**src/rtl/mem_port_arbiter_if.sv**
```systemverilog
// -----------------------------------------------------------------------------
// mem_port_arbiter_if
//   Bundles the three buses around the fetch/LSU memory arbiter:
//     fetch port  : if_req, if_addr -> if_gnt, if_rvalid, if_rdata, if_err
//     data port   : d_req, d_we, d_addr, d_wdata, d_wstrb
//                   -> d_gnt, d_rvalid, d_rdata, d_err
//     memory side : mem_req, mem_we, mem_addr, mem_wdata, mem_wstrb
//                   <- mem_ready, mem_rvalid, mem_rdata
//   modport slave  : the arbiter's view (requests in, memory responses in)
//   modport master : the environment's view (requesters plus memory)
// -----------------------------------------------------------------------------
interface mem_port_arbiter_if;
    // fetch port
    logic        if_req;
    logic [31:0] if_addr;
    logic        if_gnt;
    logic        if_rvalid;
    logic [31:0] if_rdata;
    logic        if_err;
    // load/store port
    logic        d_req;
    logic        d_we;
    logic [31:0] d_addr;
    logic [31:0] d_wdata;
    logic [3:0]  d_wstrb;
    logic        d_gnt;
    logic        d_rvalid;
    logic [31:0] d_rdata;
    logic        d_err;
    // memory side
    logic        mem_req;
    logic        mem_we;
    logic [31:0] mem_addr;
    logic [31:0] mem_wdata;
    logic [3:0]  mem_wstrb;
    logic        mem_ready;
    logic        mem_rvalid;
    logic [31:0] mem_rdata;

    modport slave (
        input  if_req, if_addr,
        output if_gnt, if_rvalid, if_rdata, if_err,
        input  d_req, d_we, d_addr, d_wdata, d_wstrb,
        output d_gnt, d_rvalid, d_rdata, d_err,
        output mem_req, mem_we, mem_addr, mem_wdata, mem_wstrb,
        input  mem_ready, mem_rvalid, mem_rdata
    );

    modport master (
        output if_req, if_addr,
        input  if_gnt, if_rvalid, if_rdata, if_err,
        output d_req, d_we, d_addr, d_wdata, d_wstrb,
        input  d_gnt, d_rvalid, d_rdata, d_err,
        input  mem_req, mem_we, mem_addr, mem_wdata, mem_wstrb,
        output mem_ready, mem_rvalid, mem_rdata
    );
endinterface

```
**src/rtl/mem_port_arbiter.sv**
```systemverilog
// -----------------------------------------------------------------------------
// mem_port_arbiter
//   Shares one single-port, single-outstanding memory between the instruction
//   fetch port and the load/store port. Data wins contention until it has
//   taken STREAK_MAX grants in a row while fetch waited; then fetch goes once.
//   A response that does not arrive within TIMEOUT cycles after acceptance is
//   turned into an error response so the core never deadlocks.
//
//   Parameters
//     STREAK_MAX : consecutive data grants allowed while fetch waits (1..15)
//     TIMEOUT    : cycles after acceptance before an error response (1..255)
//   Ports
//     clk   : rising-edge clock
//     reset : synchronous, active-high
//     bus   : mem_port_arbiter_if.slave (fetch port, data port, memory side)
// -----------------------------------------------------------------------------
module mem_port_arbiter #(
    parameter int unsigned STREAK_MAX = 4,
    parameter int unsigned TIMEOUT    = 255
) (
    input  logic              clk,
    input  logic              reset,
    mem_port_arbiter_if.slave bus
);
    localparam logic [1:0] ST_IDLE = 2'd0;
    localparam logic [1:0] ST_REQ  = 2'd1;
    localparam logic [1:0] ST_WAIT = 2'd2;

    localparam logic [3:0] STREAK_LIM = 4'(STREAK_MAX);
    // The counter holds (cycles spent in WAIT - 1), so the timeout fires on
    // the TIMEOUT-th WAIT cycle, i.e. TIMEOUT cycles after the grant.
    localparam logic [7:0] TMO_LAST   = 8'(TIMEOUT - 1);

    logic [1:0] state_q, state_d;
    logic       owner_is_data_q, owner_is_data_d;
    logic [3:0] streak_q, streak_d;
    logic [7:0] tmo_q, tmo_d;
    logic       store_q, store_d;   // accepted access was a store

    logic in_req;
    logic in_wait;
    logic accept;
    logic resp_ok;
    logic resp_tmo;
    logic resp_any;
    logic arb_en;
    logic any_req;
    logic pick_data;

    assign in_req   = (state_q == ST_REQ);
    assign in_wait  = (state_q == ST_WAIT);
    assign accept   = in_req & bus.mem_ready;
    assign resp_ok  = in_wait & bus.mem_rvalid;
    assign resp_tmo = in_wait & ~bus.mem_rvalid & (tmo_q == TMO_LAST);
    assign resp_any = resp_ok | resp_tmo;

    // Arbitrate when idle and also in the response cycle, so a pending
    // request reaches the memory on the very next cycle. A timeout cycle
    // does not arbitrate; arbitration resumes from IDLE.
    assign arb_en    = (state_q == ST_IDLE) | resp_ok;
    assign any_req   = bus.d_req | bus.if_req;
    assign pick_data = bus.d_req & (~bus.if_req | (streak_q != STREAK_LIM));

    always_comb begin
        state_d         = state_q;
        owner_is_data_d = owner_is_data_q;
        streak_d        = streak_q;
        tmo_d           = tmo_q;
        store_d         = store_q;

        case (state_q)
            ST_IDLE: begin
                state_d = ST_IDLE;
            end
            ST_REQ: begin
                if (bus.mem_ready) begin
                    state_d = ST_WAIT;
                    tmo_d   = 8'd0;
                    store_d = owner_is_data_q & bus.d_we;
                end
            end
            ST_WAIT: begin
                if (resp_tmo) begin
                    state_d = ST_IDLE;
                end else if (!bus.mem_rvalid) begin
                    tmo_d = tmo_q + 8'd1;
                end
            end
            default: begin
                state_d = ST_IDLE;
            end
        endcase

        if (arb_en) begin
            if (any_req) begin
                state_d         = ST_REQ;
                owner_is_data_d = pick_data;
                // Only a data grant that made fetch wait extends the streak.
                if (pick_data && bus.if_req) begin
                    streak_d = (streak_q == STREAK_LIM) ? STREAK_LIM : streak_q + 4'd1;
                end else begin
                    streak_d = 4'd0;
                end
            end else begin
                state_d = ST_IDLE;
            end
        end
    end

    always_ff @(posedge clk) begin
        if (reset) begin
            state_q         <= ST_IDLE;
            owner_is_data_q <= 1'b1;
            streak_q        <= 4'd0;
            tmo_q           <= 8'd0;
            store_q         <= 1'b0;
        end else begin
            state_q         <= state_d;
            owner_is_data_q <= owner_is_data_d;
            streak_q        <= streak_d;
            tmo_q           <= tmo_d;
            store_q         <= store_d;
        end
    end

    // Memory payload: only driven while presenting a request. Fetch carries
    // no write payload, so its lanes stay zero.
    logic        sel_data;
    logic [31:0] wdata_w;
    logic [3:0]  wstrb_w;

    assign sel_data = in_req & owner_is_data_q;

    genvar gi;
    generate
        for (gi = 0; gi < 4; gi++) begin : g_lane
            assign wstrb_w[gi]        = sel_data & bus.d_wstrb[gi];
            assign wdata_w[8*gi +: 8] = sel_data ? bus.d_wdata[8*gi +: 8] : 8'h00;
        end
    endgenerate

    assign bus.mem_req   = in_req;
    assign bus.mem_we    = sel_data & bus.d_we;
    assign bus.mem_addr  = in_req ? (owner_is_data_q ? bus.d_addr : bus.if_addr) : 32'd0;
    assign bus.mem_wdata = wdata_w;
    assign bus.mem_wstrb = wstrb_w;

    // Requester-side handshake: only the owner ever sees gnt/rvalid/err.
    assign bus.d_gnt     = accept & owner_is_data_q;
    assign bus.if_gnt    = accept & ~owner_is_data_q;
    assign bus.d_rvalid  = resp_any & owner_is_data_q;
    assign bus.if_rvalid = resp_any & ~owner_is_data_q;
    assign bus.d_err     = resp_tmo & owner_is_data_q;
    assign bus.if_err    = resp_tmo & ~owner_is_data_q;

    // Read data passes straight through in the response cycle; a store ack
    // and an error response both return zero.
    assign bus.d_rdata   = (resp_ok & owner_is_data_q & ~store_q) ? bus.mem_rdata : 32'd0;
    assign bus.if_rdata  = (resp_ok & ~owner_is_data_q) ? bus.mem_rdata : 32'd0;

endmodule

```
**src/flat_wrapper.sv**
```systemverilog
// flat-port wrapper written by rule: the top's interface ports become plain ports
module mem_port_arbiter_flat 
#(
    parameter int unsigned STREAK_MAX = 4,
    parameter int unsigned TIMEOUT    = 255
)
  (clk, reset, bus_if_req, bus_if_addr, bus_if_gnt, bus_if_rvalid, bus_if_rdata, bus_if_err, bus_d_req, bus_d_we, bus_d_addr, bus_d_wdata, bus_d_wstrb, bus_d_gnt, bus_d_rvalid, bus_d_rdata, bus_d_err, bus_mem_req, bus_mem_we, bus_mem_addr, bus_mem_wdata, bus_mem_wstrb, bus_mem_ready, bus_mem_rvalid, bus_mem_rdata);
  mem_port_arbiter_if bus_i ();
  input  logic clk;
  input  logic reset;
  input wire logic [$bits(bus_i.if_req)-1:0] bus_if_req;
  input wire logic [$bits(bus_i.if_addr)-1:0] bus_if_addr;
  output wire logic [$bits(bus_i.if_gnt)-1:0] bus_if_gnt;
  output wire logic [$bits(bus_i.if_rvalid)-1:0] bus_if_rvalid;
  output wire logic [$bits(bus_i.if_rdata)-1:0] bus_if_rdata;
  output wire logic [$bits(bus_i.if_err)-1:0] bus_if_err;
  input wire logic [$bits(bus_i.d_req)-1:0] bus_d_req;
  input wire logic [$bits(bus_i.d_we)-1:0] bus_d_we;
  input wire logic [$bits(bus_i.d_addr)-1:0] bus_d_addr;
  input wire logic [$bits(bus_i.d_wdata)-1:0] bus_d_wdata;
  input wire logic [$bits(bus_i.d_wstrb)-1:0] bus_d_wstrb;
  output wire logic [$bits(bus_i.d_gnt)-1:0] bus_d_gnt;
  output wire logic [$bits(bus_i.d_rvalid)-1:0] bus_d_rvalid;
  output wire logic [$bits(bus_i.d_rdata)-1:0] bus_d_rdata;
  output wire logic [$bits(bus_i.d_err)-1:0] bus_d_err;
  output wire logic [$bits(bus_i.mem_req)-1:0] bus_mem_req;
  output wire logic [$bits(bus_i.mem_we)-1:0] bus_mem_we;
  output wire logic [$bits(bus_i.mem_addr)-1:0] bus_mem_addr;
  output wire logic [$bits(bus_i.mem_wdata)-1:0] bus_mem_wdata;
  output wire logic [$bits(bus_i.mem_wstrb)-1:0] bus_mem_wstrb;
  input wire logic [$bits(bus_i.mem_ready)-1:0] bus_mem_ready;
  input wire logic [$bits(bus_i.mem_rvalid)-1:0] bus_mem_rvalid;
  input wire logic [$bits(bus_i.mem_rdata)-1:0] bus_mem_rdata;
  assign bus_i.if_req = bus_if_req;
  assign bus_i.if_addr = bus_if_addr;
  assign bus_if_gnt = bus_i.if_gnt;
  assign bus_if_rvalid = bus_i.if_rvalid;
  assign bus_if_rdata = bus_i.if_rdata;
  assign bus_if_err = bus_i.if_err;
  assign bus_i.d_req = bus_d_req;
  assign bus_i.d_we = bus_d_we;
  assign bus_i.d_addr = bus_d_addr;
  assign bus_i.d_wdata = bus_d_wdata;
  assign bus_i.d_wstrb = bus_d_wstrb;
  assign bus_d_gnt = bus_i.d_gnt;
  assign bus_d_rvalid = bus_i.d_rvalid;
  assign bus_d_rdata = bus_i.d_rdata;
  assign bus_d_err = bus_i.d_err;
  assign bus_mem_req = bus_i.mem_req;
  assign bus_mem_we = bus_i.mem_we;
  assign bus_mem_addr = bus_i.mem_addr;
  assign bus_mem_wdata = bus_i.mem_wdata;
  assign bus_mem_wstrb = bus_i.mem_wstrb;
  assign bus_i.mem_ready = bus_mem_ready;
  assign bus_i.mem_rvalid = bus_mem_rvalid;
  assign bus_i.mem_rdata = bus_mem_rdata;
  mem_port_arbiter #(.STREAK_MAX(STREAK_MAX), .TIMEOUT(TIMEOUT)) u_core (.clk(clk), .reset(reset), .bus(bus_i));
endmodule
```
**config.mk**
```make
export PLATFORM = sky130hd
export DESIGN_NAME = mem_port_arbiter_flat
export DESIGN_NICKNAME = d
export VERILOG_FILES = /design/src/rtl/mem_port_arbiter_if.sv /design/src/rtl/mem_port_arbiter.sv /design/src/flat_wrapper.sv
export SDC_FILE = /design/constraint.sdc
export NUM_CORES = 1
export LEC_CHECK = 0
export CORE_AREA = 2 2 108 110
export CTS_BUF_LIST = sky130_fd_sc_hd__clkbuf_16
export DETAILED_ROUTE_END_ITERATION = 6
export DIE_AREA = 0 0 110 112
export PLACE_DENSITY = 0.64
export SYNTH_ARGS = -nofsm -noshare
export SYNTH_HDL_FRONTEND = slang
export SYNTH_SLANG_ARGS = --single-unit
```
**constraint.sdc**
```tcl
create_clock -name clk -period 2.45 [get_ports clk]
set_clock_uncertainty 0.05 [all_clocks]
set_input_delay 0.49 -clock clk [delete_from_list [all_inputs] [get_ports clk]]
set_output_delay 0.49 -clock clk [all_outputs]
set_load 0.02 [all_outputs]
```
# ---- Word-level counts from Yosys, hierarchy flattened
# Cells that the tools add are included.
dict set report word_totals {
  regBits 16
  inputBits 139
}
dict set report classes {
  n_addsub 2
  n_eq_ne 10
  n_mux 19
  n_bitwise 29
  n_reduce_logical 7
}
# cell n
set ops {}
lappend ops {{32-bit two-way mux} 4}
lappend ops {{8-bit two-way mux} 7}
lappend ops {{1-bit bitwise AND} 21}
lappend ops {{8-bit one-hot mux with 2 select lines} 1}
lappend ops {{8-bit by 1-bit adder with 8-bit output, second input constant} 1}
lappend ops {{8-bit == test, second input constant} 1}
lappend ops {{4-bit two-way mux} 2}
lappend ops {{2-bit two-way mux} 3}
lappend ops {{2-bit inequality test, second input constant} 3}
lappend ops {{3-bit inequality test, second input constant} 2}
lappend ops {{2-bit AND reduction} 3}
lappend ops {{4-bit by 1-bit adder with 4-bit output, second input constant} 1}
lappend ops {{4-bit by 3-bit == test with 1-bit output, second input constant} 1}
lappend ops {{4-bit by 3-bit inequality test with 1-bit output, second input constant} 1}
lappend ops {{1-bit inverter} 4}
lappend ops {{1-bit bitwise OR} 4}
lappend ops {{2-bit one-hot mux with 2 select lines} 1}
lappend ops {{4-bit AND reduction} 1}
lappend ops {{2-bit by 1-bit == test with 1-bit output, second input constant} 1}
lappend ops {{2-bit == test, second input constant} 1}
lappend ops {{2-bit zero test} 1}
lappend ops {{2-bit nonzero test} 1}
lappend ops {{1-bit logical AND} 1}
lappend ops {{1-bit two-way mux} 1}

# ---- Longest topological paths before layout
dict set report logic_depth {
  word_depth 6
  depth_mapped 7
}

# ---- Worst setup path after synthesis
# No wires, ideal clock.
dict set report synth_path {
  path_kind {input to output}
  start {input bus_mem_rvalid}
  end {output bus_d_rvalid}
  arrival_ps 1781
  required_ps 1910
  setup_slack_ps 129
  stages 3
  cell_sequence {or3b_4 -> or3_1 -> a21boi_0}
}
dict set report synth_via {
  elab_chain_len 5
  word_cells_on_any_way 6
  cone_classes {6 x bitwise}
}
# item line
set synth_rtl {}
lappend synth_rtl {{from (decl)} flat_wrapper.sv:32} ;# input wire logic [$bits(bus_i.mem_rvalid)-1:0] bus_mem_rvalid;
lappend synth_rtl {{1-bit inverter} mem_port_arbiter.sv:54} ;# assign resp_tmo = in_wait & ~bus.mem_rvalid & (tmo_q == TMO_LAST);
lappend synth_rtl {{1-bit bitwise AND (2 in a row)} mem_port_arbiter.sv:54}
lappend synth_rtl {{1-bit bitwise OR *} mem_port_arbiter.sv:55} ;# assign resp_any = resp_ok | resp_tmo;
lappend synth_rtl {{1-bit bitwise AND *} mem_port_arbiter.sv:151} ;# assign bus.d_rvalid = resp_any & owner_is_data_q;
lappend synth_rtl {{to (decl)} flat_wrapper.sv:23} ;# output wire logic [$bits(bus_i.d_rvalid)-1:0] bus_d_rvalid;
# Mark *: on every way between the ends. The rest lies on a longest branch, timed or not.

# ---- Final worst setup path
# Same ends and word-level chain as after synthesis.

==> impl_metrics.yaml <==
setup_path:
  r2r_end: "u_core.tmo_q[4]"
  crit_start: "bus_mem_rvalid"
  cp-end-kind: "primary output"
  required_ns: 1.91
  reg2regPathDepth: 6
  crit_arrival_ns: 1.87
  critical_path_class: "in2out"
  reg2reg_from: "u_core.state_q[0]"
  crit_path_start_kind: "input pin"
  r2r_slack_ns: 0.61
  path_max_fanout: 3
detailed_routing:
  viasPerCell: 4.52
  postRouteAntennaNets: 0
  wl_mm: 13.4
  num_vias: 3311
  firstDrtPassIters: 4
  drc: 0
  drt-initial-drc-count: 236
  avgRoutedWirePerCell_um: 18.3
cells_and_area:
  drive_gt1_share_pct: 17.3
  multi_input_area_um2: 1710
  fillCellCount: 1156
  final_cell_mix: "clkdlybuf4s50_1 (137), dlygate4sd2_1 (74), and2_1 (64)"
  final_area_um2: 5010
  mostFrequentLayoutCell: "clkdlybuf4s50_1"
  nets: 733
  n_antenna_cell: 0
  regArea_um2: 322
  area_growth_syn_to_layout_pct: 137
sta:
  slew_viol_final: 0
  tns_ns: 0
  period_needed_ns: 2.41
  finalHoldViolations: 0
  tightestPinTransition_ns: 0.555
  slew_headroom_pct: 62.1
  rsz0062_at_grt: "false"
  setup_viol: 0
  max_clock_freq_mhz: 415
  post-route-period-util_pct: 98.3
placement:
  dp_hpwl_mm: 11.3
  io_buffers: 278
  gp_congestion: 0.922
  postPlaceCellArea_um2: 5220
global_routing:
  grt_antenna_before_repair: 1
  gr-usage-all-layers_pct: 20.5
  first_global_vias: 3264
  grt-ovfl-total: 0
  grt_pass1_wl_mm: 19.0
  grt_max_degree: 44
clock_network:
  cts_root_buf: "clkbuf_16"
  tritoncts: "yes"
  clkSinkCount: 16
  holdBufCountCts: 0
  htree_levels: 1
  clock_path_buffers: 2
  clk_latency_ns: 0.25
  cts_buffers: 3
  clk_pin_slew_ns: 0.05
synth:
  synthCells: 306
  yosys.area_share.simple_pct: 52.2
  synth_fa_ha_area_share_pct: 2.36
  muxShareOfSynthArea_pct: 15.1
  synth_compound_area_share_pct: 9.75
  syn_avg_cell_area_um2: 6.92
  ys_seq_elements: 16
  synth_cell_types: 44
  synth_top_area_share_pct: 19.2
  yosys_warnings: 0
  synth-xor-area-share_pct: 0
  synth-seq-area-share_pct: 15.1
  ys_top_cells_by_area: "and2_1 (19%), dfxtp_1 (15%), mux2i_1 (15%)"
  synth_top_family_by_area: "simple AND/OR/NAND/NOR gates"
  syn_area_um2: 2120
  syn_nets: 449
  synth_top_cell_by_area: "and2_1"
pwr:
  power_frac_comb_pct: 56.7
  p_switching_uw: 494
  switching_share_pct: 35.6
  p_leak_nw: 2.68
  power_frac_seq_pct: 20.0
  clock_power_share_pct: 23.3
  peakVddDrop_uv: 268
  powerDensity_nw_per_um2: 277
  intPower_uw: 894
floorplanning:
  design.die.area_um2: 12300
  die_x_um: 110
  core_area_um2: 11200
  die_y_um: 112
  pin_count: 279
  start_util_pct: 19.0
  num_rows: 39
run:
  drv_cap: 0
min_path:
  hp-start: "u_core.streak_q[1]"
  hold_depth: 2
  hp-class: "reg2reg"
  min_to: "u_core.streak_q[1]"
run_status:
  status: "finished, final reports clean"
[state kept, by name (all words and copies together), names as in the netlist]
register                count
u_core.state_q              2
u_core.owner_is_data_q      1
u_core.store_q              1
u_core.tmo_q                8
u_core.streak_q             4
[power groups by stage]
stage | sequential [mW] | clock, mW | combinational [mW]
global route | 0.279 | 0.347 | 0.842
floorplan | 0.277 | 0 | 0.340
detailed placement | 0.282 | 0 | 0.857
finish | 0.277 | 0.323 | 0.787
global placement | 0.282 | 0 | 0.851
CTS | 0.277 | 0.331 | 0.800
[per-stage QoR]
step                      setup WS [ns]  std cells  total power [mW]  hold slack (ns)  utilization, %
after detailed placement         -0.589        725              1.14            0.424            46.7
after global routing          0.0000508        732              1.47            0.460            44.9
after floorplan                   0.129        306             0.617            0.382               -
final                            0.0409        732              1.39            0.437            44.9
after global placement           -0.577        725              1.13            0.420            46.7
after CTS                      0.000326        732              1.41            0.437            46.6
[cells in the mapped netlist, drive strengths merged]
cell type,n
and3b,1
or3,2
nand3,6
or4,6
nor3,3
nor3b,2
buf,3
nor2b,4
a221o,1
a211o,2
dfxtp,16
ha,4
a211oi,1
and4,1
and2,65
a311oi,1
or2b,3
o31ai,2
or3b,2
nand2b,4
a21boi,1
a21oi,13
a31oi,1
mux2i,32
nor4,1
nand4,1
o21ai,7
a2111oi,2
clkbuf,23
and2b,1
inv,4
nor2,39
and3,39
o21a,1
nand2,10
o211ai,1
nand3b,1
[kinds of logic (layout without fill, tap and decap cells)]
kind of cell | Yosys count | after routing
compound gates | 33 | 33
buf+inv | 30 | 313
fa+ha+maj | 4 | 4
mux | 32 | 32
simple gates | 191 | 191
flops | 16 | 16
[cell type report]
cell class                 instances  share of cell area, %
sequential                        16                   6.42
clock inverter                     1                 0.0749
tap                              143                   3.57
multi-input combinational        260                   34.1
timing repair buffer             305                   54.0
clock buffer                       3                   1.50
inverter                           4                  0.300
[layer usage]
metal,wire length (µm),track usage [%],part of all wire [%],vias up
li1,-,-,-,1615
met3,1440,6.26,11,12
met2,6120,34.2,46,193
met1,5750,26.6,43,1489
met4,85,2.19,0.63,2
met5,19,0,0.14,-
[how the worst max path moves through the flow]
stage,to,depth (start not counted)
5_1_grt,bus_d_err,5
3_3_place_gp,bus_d_rvalid,5
6_report,bus_d_rvalid,5
2_1_floorplan,bus_d_rvalid,3
4_1_cts,bus_d_rdata[24],7
3_5_place_dp,bus_d_rvalid,5
[critical path, cell delays in order]
cell and delay (ns):
dlygate4sd2_1 0.25, or3b_4 0.38, or3_4 0.39, a21boi_0 0.17, buf_2 0.19
[timing repair]
action | 4_1_cts | 5_1_grt
cloned | 1 | 0
resized for setup | 167 | 103
setup endpoints to repair | 139 | 62
buffers inserted | 2 | 0
pin swaps | 1 | 0
(Power assumes the default switching activity.)
==> variant 1 (config.mk and constraints unchanged) <==
Reset style: asynchronous (`reset`), changed in one clocked block.
--- a/src/rtl/mem_port_arbiter.sv
+++ b/src/rtl/mem_port_arbiter.sv
@@ -108,5 +108,5 @@
     end
 
-    always_ff @(posedge clk) begin
+    always_ff @(posedge clk or posedge reset) begin
         if (reset) begin
             state_q         <= ST_IDLE;
Check against the original RTL: differs if reset is asserted again (counterexample within 4 cycles, from zero or initial values and one cycle with reset high); with reset held inactive, the same outputs for 10 cycles.
==> variant 1 against the original RTL <==
Worst setup slack improved by 0.043 ns; count of clock-buffer cells in the layout is the same; design area rose by 4.1%; die area did not move; highest routed layer is now met4; critical path type is now reg -> out; via count is 3.2% lower; wire length is 15% lower; fmax grew 1.8%; synthesized area is 2.4% higher; sequential cell count is the same; critical endpoint is now bus_d_rdata[6]; synthesized cell count decreased by 4.6%.
Power is not compared: it rests on default switching activity, and its combinational part moved more than twofold at a synthesized area within 25%.
==> variant 1: results (changes against the original RTL) <==
initial antenna violation count 0 (-1); global-route wire length before repair 16.7 mm (-12%); CTS buffer count 3 (unchanged); GRT Total Usage 0.173 (-0.0314); share of cells above drive strength 1 0.124 (-0.0490); status finished, final reports clean; dpl hpwl 9.24 mm (-18%); grt met1 use 0.188 (-0.0775); HP Start u_core.tmo_q[7]; Synth top cells by count and2_1, nor2_1, and3_1; Root Driver clkbuf_16; top post-synthesis cells by area and2_1, dfrtp_1, mux2i_1; ys async rst share 1.00 (+1.00); layout filler cell count 1131 (-2.2%); Skew-Pair Late Insertion Delay 0.25 ns (about the same); ys flop type dfrtp_1; Initial DRC Count 128 (-46%); Seq/Total Area, Yosys 0.185 (+0.0340); hold path cells 1 (-1); synth unique cells 41 (-6.8%); H-tree level count 1 (unchanged); DR WL/cell 15.9 µm (-13%); pre-CTS WS -0.474 ns (+0.115 ns); R2R depth 7 (+1); Hold WC Path Type reg -> reg; post-synthesis compound-gate area fraction 0.0848 (-0.0126); CP startpoint u_core.state_q[1]; GPL Wtd Cong 0.904 (-2.0%); grt met3 use 0.0316 (-0.0310); met2 Use GR 0.343 (+0.000818); largest net degree at the start of global routing 41 (-6.8%); mux cell area share after synthesis 0.171 (+0.0202); final worst setup slack 0.0840 ns (+0.0431 ns); via count 3204 (-3.2%); CP Max Fanout 16 (+13); Arr. time, crit path 1.83 ns (-0.04 ns); RR Startpoint u_core.state_q[1]; PortBufs 278 (unchanged); Post-Synth Adder-Cell Area 0.0231 (-0.000545); WHS 0.436 ns (-0.000599 ns); syn nets 435 (-3.1%); actual slew at the worst max-slew pin 0.646 ns (+0.0908 ns); top flop regs u_core.tmo_q (8), u_core.streak_q (4), u_core.state_q (2); Nets 716 (-2.3%)
==> variant 1: worst paths after layout <==
kind                                    to
max in group asynchronous   u_core.store_q
min in group asynchronous  u_core.tmo_q[0]
max                         bus_d_rdata[6]
min reg2reg                u_core.tmo_q[7]
min                        u_core.tmo_q[7]
max reg2reg                u_core.tmo_q[0]
==> variant 1: per-layer routing <==
metal	vias up	share of wire
met5	-	0
met4	0	0.0076
met3	10	0.099
met2	193	0.53
met1	1448	0.36
li1	1553	-
==> variant 1: report_power, final <==
| part | total, mW | internal, mW | leakage [nW] | switching [mW] |
|---|---|---|---|---|
| sequential | 0.391 | 0.324 | 0.215 | 0.0673 |
| clock | 0.321 | 0.216 | 0.0423 | 0.105 |
| combinational | 2.87 | 1.33 | 2.56 | 1.54 |
| total | 3.58 | 1.87 | 2.82 | 1.71 |
==> variant 1: through the flow <==
| step | std cells | setup TNS [ns] | area [µm²] | util |
|---|---|---|---|---|
| 3_5_place_dp | 707 | -28.52 | 5220 | 0.467 |
| 6_report | 715 | 0 | 5220 | 0.467 |
| 2_1_floorplan | 292 | 0 | 2170 | - |
| 3_3_place_gp | 707 | -26.78 | 5220 | 0.467 |
| 4_1_cts | 715 | 0 | 5320 | 0.476 |
| 5_1_grt | 715 | -0.281 | 5220 | 0.467 |
==> variant 1: cell type report <==
class / instances / area share
Clock buffer: 3 / 0.0144
Clock inverter: 1 / 0.000719
Inverter: 8 / 0.00575
Multi-Input combinational cell: 242 / 0.313
Sequential cell: 16 / 0.0770
Tap cell: 143 / 0.0343
Timing Repair Buffer: 302 / 0.555
==> variant 1: worst max-delay path, cell delays in order, from the launching register on <==
cell	delay, ns
dfrtp_1	0.39
nor2b_4	0.18
nand2_2	0.10
nor3b_4	0.22
bufbuf_16	0.31
and2_1	0.12
clkdlybuf4s15_2	0.25
==> variant 1: logic make-up after synthesis <==
group,Yosys count
and+or+nand+nor,177
AOI/OAI and AO/OA,25
muxes,36
DFF,16
adders and majority gates,4
buffers and inverters,34
==> variant 1: timing repair <==
| action | 4_1_cts | 5_1_grt |
|---|---|---|
| pin swaps | 1 | 1 |
| gates resized for setup | 205 | 26 |
| endpoints found under the setup margin | 139 | 58 |
| cloned | 3 | 0 |
| buffers inserted | 1 | 0 |
==> variant 2 (same settings) <==
Made on the original files. `TIMEOUT` is set to 255 in 2 places; all go to 191. Comments in the files are not updated.
--- a/src/rtl/mem_port_arbiter.sv
+++ b/src/rtl/mem_port_arbiter.sv
@@ -17,5 +17,5 @@
 module mem_port_arbiter #(
     parameter int unsigned STREAK_MAX = 4,
-    parameter int unsigned TIMEOUT    = 255
+    parameter int unsigned TIMEOUT    = 191
 ) (
     input  logic              clk,
--- a/src/flat_wrapper.sv
+++ b/src/flat_wrapper.sv
@@ -3,5 +3,5 @@
 #(
     parameter int unsigned STREAK_MAX = 4,
-    parameter int unsigned TIMEOUT    = 255
+    parameter int unsigned TIMEOUT    = 191
 )
   (clk, reset, bus_if_req, bus_if_addr, bus_if_gnt, bus_if_rvalid, bus_if_rdata, bus_if_err, bus_d_req, bus_d_we, bus_d_addr, bus_d_wdata, bus_d_wstrb, bus_d_gnt, bus_d_rvalid, bus_d_rdata, bus_d_err, bus_mem_req, bus_mem_we, bus_mem_addr, bus_mem_wdata, bus_mem_wstrb, bus_mem_ready, bus_mem_rvalid, bus_mem_rdata);
Check against the original RTL: no difference found for any inputs over 10 cycles, from zero or initial values and one cycle with reset high; that may be too few to reach the edited logic, so the function may still have changed.
==> variant 2 against the original RTL <==
Wire length fell by 8.4%; worst setup slack gained 0.074 ns; critical path type is now reg -> out; power down 0.42%; final cell count down 1.2%; largest power group unchanged; sequential cell count is the same; count of clock-buffer cells in the layout unchanged; highest routed layer is now met4; synthesized area decreased by 1.0%; sequential share of layout area down 0.23 points; first-iteration DRC count shrank 52%; design area rose by 3.6%; via count down 2.6%; non-clock buffer count shrank 5; critical path depth stayed put.
==> variant 2: results (changes against the original RTL) <==
CP Max Fanout 28 (+25); met2 Use GR 0.359 (+0.0172); Inverters 8 (+4); status finished, final reports clean; sequential group power 0.276 mW (about the same); top sig layer met4; Final clock-cell share 0.0145 (-0.00128); pwr dens 266 nW/µm² (-3.9%); Nets 723 (-1.4%); LEAKAGE 3.17 nW (+18%); top post-synthesis cells by area and2_1, dfxtp_1, mux2i_1; fraction of area in multi-input gates 0.316 (-0.0255); Worst setup endpoint bus_mem_req; R2R depth 7 (+1); Post-CTS Setup Bufs 0 (-2); Multi-Input Combinational 251 (-3.5%); Initial DRC Count 113 (-52%); met2 WL 6.79 mm (+11%); worst reg-to-reg setup slack 0.50 ns (-0.11 ns); grt met1 use 0.179 (-0.0868); reg2reg end u_core.tmo_q[3]; GPL Wtd Cong 0.853 (-7.5%); Seq/Total Area, Yosys 0.153 (+0.00153); share of cells above drive strength 1 0.106 (-0.0676); dpl hpwl 10.7 mm (-5.8%); global-route wire length before repair 17.3 mm (-9.1%); GRT Total Usage 0.185 (-0.0203)
==> variant 2: cell types whose count changed after synthesis, sizes merged, moves of 3 or more <==
cell | before | now
a21oi | 13 | 9
and3 | 39 | 42
inv | 4 | 8
nand2 | 10 | 5
nor2b | 4 | 0
or2b | 3 | 0
or4 | 6 | 2
==> variant 2: per-stage QoR <==
| step | area [µm²] | hold WS [ns] | worst slack [ns] | instances |
|---|---|---|---|---|
| finish | 5190 | 0.415 | 0.115 | 723 |
| global placement | 5150 | 0.405 | -0.448 | 717 |
| CTS | 5150 | 0.416 | -0.0180 | 720 |
| floorplan | 2100 | 0.382 | 0.381 | 303 |
| global route | 5190 | 0.439 | 0.00713 | 723 |
| detailed placement | 5150 | 0.410 | -0.522 | 717 |
==> variant 2: logic make-up after synthesis <==
kind of cell | share of synthesized area
XOR/XNOR | 0.00418
buffers and inverters | 0.0680
flip-flops | 0.153
AND/OR/NAND/NOR | 0.507
AO/OA/AOI/OAI | 0.0919
multiplexers | 0.153
adder cells (fa/ha/maj) | 0.0239
